$ cat src/rtl/dual_port_ram.sv
`default_nettype none
// ============================================================================
// dual_port_ram : simple dual-port RAM, write-only port A, read-only port B
//                 with a registered, write-first read path. Rev 1.0
// ============================================================================
module dual_port_ram #(
  parameter int DATA_WIDTH = 8,
  parameter int ADDR_WIDTH = 4
) (
  input  logic                  clk,
  input  logic                  rst,
  input  logic                  wr_en_a,
  input  logic [ADDR_WIDTH-1:0] addr_a,
  input  logic [DATA_WIDTH-1:0] data_in_a,
  input  logic                  rd_en_b,
  input  logic [ADDR_WIDTH-1:0] addr_b,
  output logic [DATA_WIDTH-1:0] data_out_b,
  output logic                  rd_valid_b
);

  localparam int DEPTH = 1 << ADDR_WIDTH;

  logic [DATA_WIDTH-1:0] mem [DEPTH];
  logic                  collision;
  logic [DATA_WIDTH-1:0] read_data;

  // Storage is flop-based so the whole array can be cleared by the async reset.
  for (genvar w = 0; w < DEPTH; w++) begin : g_word
    always_ff @(posedge clk or negedge rst) begin
      if (!rst) begin
        mem[w] <= '0;
      end else if (wr_en_a && (addr_a == ADDR_WIDTH'(w))) begin
        mem[w] <= data_in_a;
      end
    end
  end

  // Same-address read and write on one edge returns the incoming data.
  always_comb begin
    collision = wr_en_a && (addr_a == addr_b);
    read_data = collision ? data_in_a : mem[addr_b];
  end

  always_ff @(posedge clk or negedge rst) begin
    if (!rst) begin
      data_out_b <= '0;
      rd_valid_b <= 1'b0;
    end else begin
      rd_valid_b <= rd_en_b;
      if (rd_en_b) begin
        data_out_b <= read_data;
      end
    end
  end

endmodule
`default_nettype wire

$ cat config.mk
export PLATFORM = sky130hd
export DESIGN_NAME = dual_port_ram
export DESIGN_NICKNAME = d
export VERILOG_FILES = /design/src/rtl/dual_port_ram.sv
export SDC_FILE = /design/constraint.sdc
export NUM_CORES = 1
export LEC_CHECK = 0
export CORE_MARGIN = 4
export CORE_UTILIZATION = 50
export DETAILED_ROUTE_END_ITERATION = 12
export GPL_TIMING_DRIVEN = 0
export PLACE_DENSITY = 0.71
export SLEW_MARGIN = 10
export SYNTH_ARGS = -nofsm -noshare
export SYNTH_HDL_FRONTEND = slang
export SYNTH_SLANG_ARGS = --single-unit
$ cat constraint.sdc
create_clock -name clk -period 2.2 [get_ports clk]
set_clock_uncertainty 0.05 [all_clocks]
set_input_delay 0.55 -clock clk [delete_from_list [all_inputs] [get_ports clk]]
set_output_delay 0.55 -clock clk [all_outputs]
set_load 0.02 [all_outputs]
==> impl_metrics.csv <==
group,metric,value,unit
synth,yosys.area.top_type,"dfrtp_1",
power,vdd_drop_max,0.5865,mV
floorplan,rows,40,
timing,rsz0062_at_grt,"no",
critical_path,setup.worst_path.start_class,"input port",
layout,finalNetCount,463,
timing,finalCritPeriodShare,0.9716,
synth,synth.avg_cell_area,15.73,um^2
detailed_routing,drtIter0Drc,299,
clock_tree,clockBufferDepth,2,
synth,netlist_area,0.006276,mm^2
clock_tree,cts-root-buf,"clkbuf_16",
synth,synth_edf_count,0,
layout,final_layout_size_suffix_gt1_frac,0.4242,
timing,maxSlewHeadroom,0.5642,
synth,synth_fp_nets,419,
place,portBuffers,24,
critical_path,r2r_end,"data_out_b[6]",
global_routing,grt_usage,0.2088,
floorplan,pin_count,29,
critical_path,critical_path_arrival,2390,ps
synth,yosysMostFrequentCell,"dfrtp_1",
floorplan,coreArea,0.01216,mm^2
clock_tree,cts_made_buffers,17,
timing,drv_slew,0,
critical_path,r2r-start,"mem[118]",
floorplan,die_w,120.0,um
run_status,status,"finished clean",
clock_tree,path_clk_slew,50,ps
detailed_routing,via_per_inst,5.950,
global_routing,grt_pass1_wl,22.16,mm
synth,netlist_instances,399,
floorplan,die-area,0.01441,mm^2
synth,seq_area_frac_synth,0.5463,
critical_path,crit_type,"in2reg",
global_routing,grt_overflow,0,
layout,nFillCells,970,
synth,async_reset_ff_frac,1.000,
job,maxCapViolCount,0,
place,place.gp.congestion,0.8668,
power,powerDensity,999.8,mW/mm^2
power,total_leakage_power,3.136,nW
critical_path,r2r_slack,470,ps
timing,fmax,467.8,MHz
layout,syn_to_final_growth,17.24,%
layout,antenna_cells,0,
critical_path,end_kind,"flip-flop",
synth,synthTopCellsByArea,"dfrtp_1 (55%), mux2_2 (22%), mux4_2 (7.2%)",
global_routing,grt_pass1_vias,3951,
detailed_routing,vias,3707,
global_routing,antenna_found_initial,0,
timing,post-route-min-period,2137,ps
power,power,7.357,mW
synth,ys_warn_count,0,
critical_path,crit_fanout,8,
synth,synth_common_cells,"dfrtp_1 (137), mux2_2 (121), mux4_2 (20)",
timing,finalHoldViolations,0,
detailed_routing,drcViolationCount,0,
timing,worst_pin_slew,651.2,ps
layout,postLayoutCoreUtil,0.6050,
synth,yosysUniqueCellTypes,30,
clock_tree,clock_sinks,137,
synth,ys.flop_type,"dfrtp_1",
synth,synth_top_cell_area_share,0.5463,
place,dp_hpwl,9.610,mm
detailed_routing,drt-total-wl,13.89,mm
global_routing,grt_max_degree,87,
detailed_routing,wire_per_inst,22.29,um
synth,ys_ff_latch,137,
timing,hold_ws,33.49,ps
floorplan,start_util,0.5160,
worst_hold_path,hp-class,"in2async",
clock_tree,tritoncts,"yes",
critical_path,crit_required,2450,ps
critical_path,r2r_cells,4,
detailed_routing,final_antenna_net_count,0,
clock_tree,clk-insertion-delay-late,420,ps
detailed_routing,drtPass1Iterations,4,
clock_tree,cts_hold_buf,0,
clock_tree,cts_max_level,4,
floorplan,die_y,120.0,um
timing,setup_violations,0,
==> per-stage QoR <==
step / setup WS [ps] / cell area, um^2 / TNS (ps) / cells
after detailed placement: -546.3 / 6755 / -59790 / 592
after floorplan: 69.79 / 6276 / 0 / 399
after global placement: -4661 / 6726 / -691420 / 591
after global routing: 6.366 / 7358 / 0 / 623
final: 62.56 / 7358 / 0 / 623
after CTS: 41.00 / 7347 / 0 / 626
==> power by group <==
part | switching, mW | internal (mW) | total [mW]
sequential | 0.285 | 3.11 | 3.39
combinational | 0.521 | 0.821 | 1.34
clock | 0.957 | 1.67 | 2.62
total | 1.76 | 5.59 | 7.36
==> cell usage in the layout (no fill, tap or decap), types with 2 or more instances in the layout <==
cell / n
nand3b_1: 4
mux2_1: 7
buf_6: 2
buf_2: 3
nand2_1: 10
buf_1: 2
a221o_1: 8
clkbuf_2: 3
buf_4: 3
dfrtp_1: 137
clkdlybuf4s50_1: 23
nor2b_1: 11
a22oi_1: 15
mux4_2: 20
or3_1: 2
clkbuf_1: 19
buf_8: 2
mux4_1: 12
nand2b_1: 2
nor2_2: 9
clkbuf_8: 4
xor2_1: 3
nor2_1: 2
clkbuf_16: 17
mux2_2: 121
==> worst max-delay path, stage by stage <==
cell and delay (ps):
clkdlybuf4s50_1 640, nand3b_1 240, nor2_2 540, mux2_2 410
==> per-layer routing <==
metal	up-vias	share of wire	global-route usage
met3	22	0.065	0.06126
met1	1960	0.43	0.2754
met4	0	0.019	0.07588
met2	115	0.49	0.3298
met5	-	0	0
li1	1610	-	-
==> cell families (layout without fill, tap and decap cells) <==
logic type             after synthesis  in the layout  synth area share
buffers and inverters               27             83           0.02432
flip-flops                         137            137            0.5463
AND/OR/NAND/NOR                     46             46           0.03848
AO/OA/AOI/OAI                       25             25           0.03369
multiplexers                       160            160            0.3517
XOR/XNOR                             4              4          0.005583
==> registers in the layout, indices dropped and copies added (netlist names) <==
register / count
mem: 128
rd_valid_b: 1
data_out_b: 8
==> worst max path at each step <==
stage	startpoint	endpoint	slack, ps
6_report	wr_en_a	mem[32]	60
5_1_grt	addr_b[3]	data_out_b[4]	6
4_1_cts	wr_en_a	mem[24]	40
3_5_place_dp	wr_en_a	mem[115]	-550
3_3_place_gp	rst	mem[39]	-4660
2_1_floorplan	addr_b[3]	data_out_b[0]	70
==> final cells by class <==
cell class | count | area [um^2] | area share
Multi-Input combinational cell | 235 | 2739 | 0.3722
Clock buffer | 29 | 510.5 | 0.06938
Sequential cell | 137 | 3428 | 0.4659
Buffer | 23 | 140.1 | 0.01904
Tap cell | 168 | 210.2 | 0.02857
Timing Repair Buffer | 28 | 291.5 | 0.03962
Clock inverter | 2 | 35.03 | 0.004761
Inverter | 1 | 3.754 | 0.0005101
==> repair_timing <==
action / 4_1_cts / 5_1_grt
pin swaps: 2 / 0
resized for setup: 10 / 7
setup buffers: 3 / 0
setup endpoints to repair: 66 / 48
(Power assumes the default switching activity.)
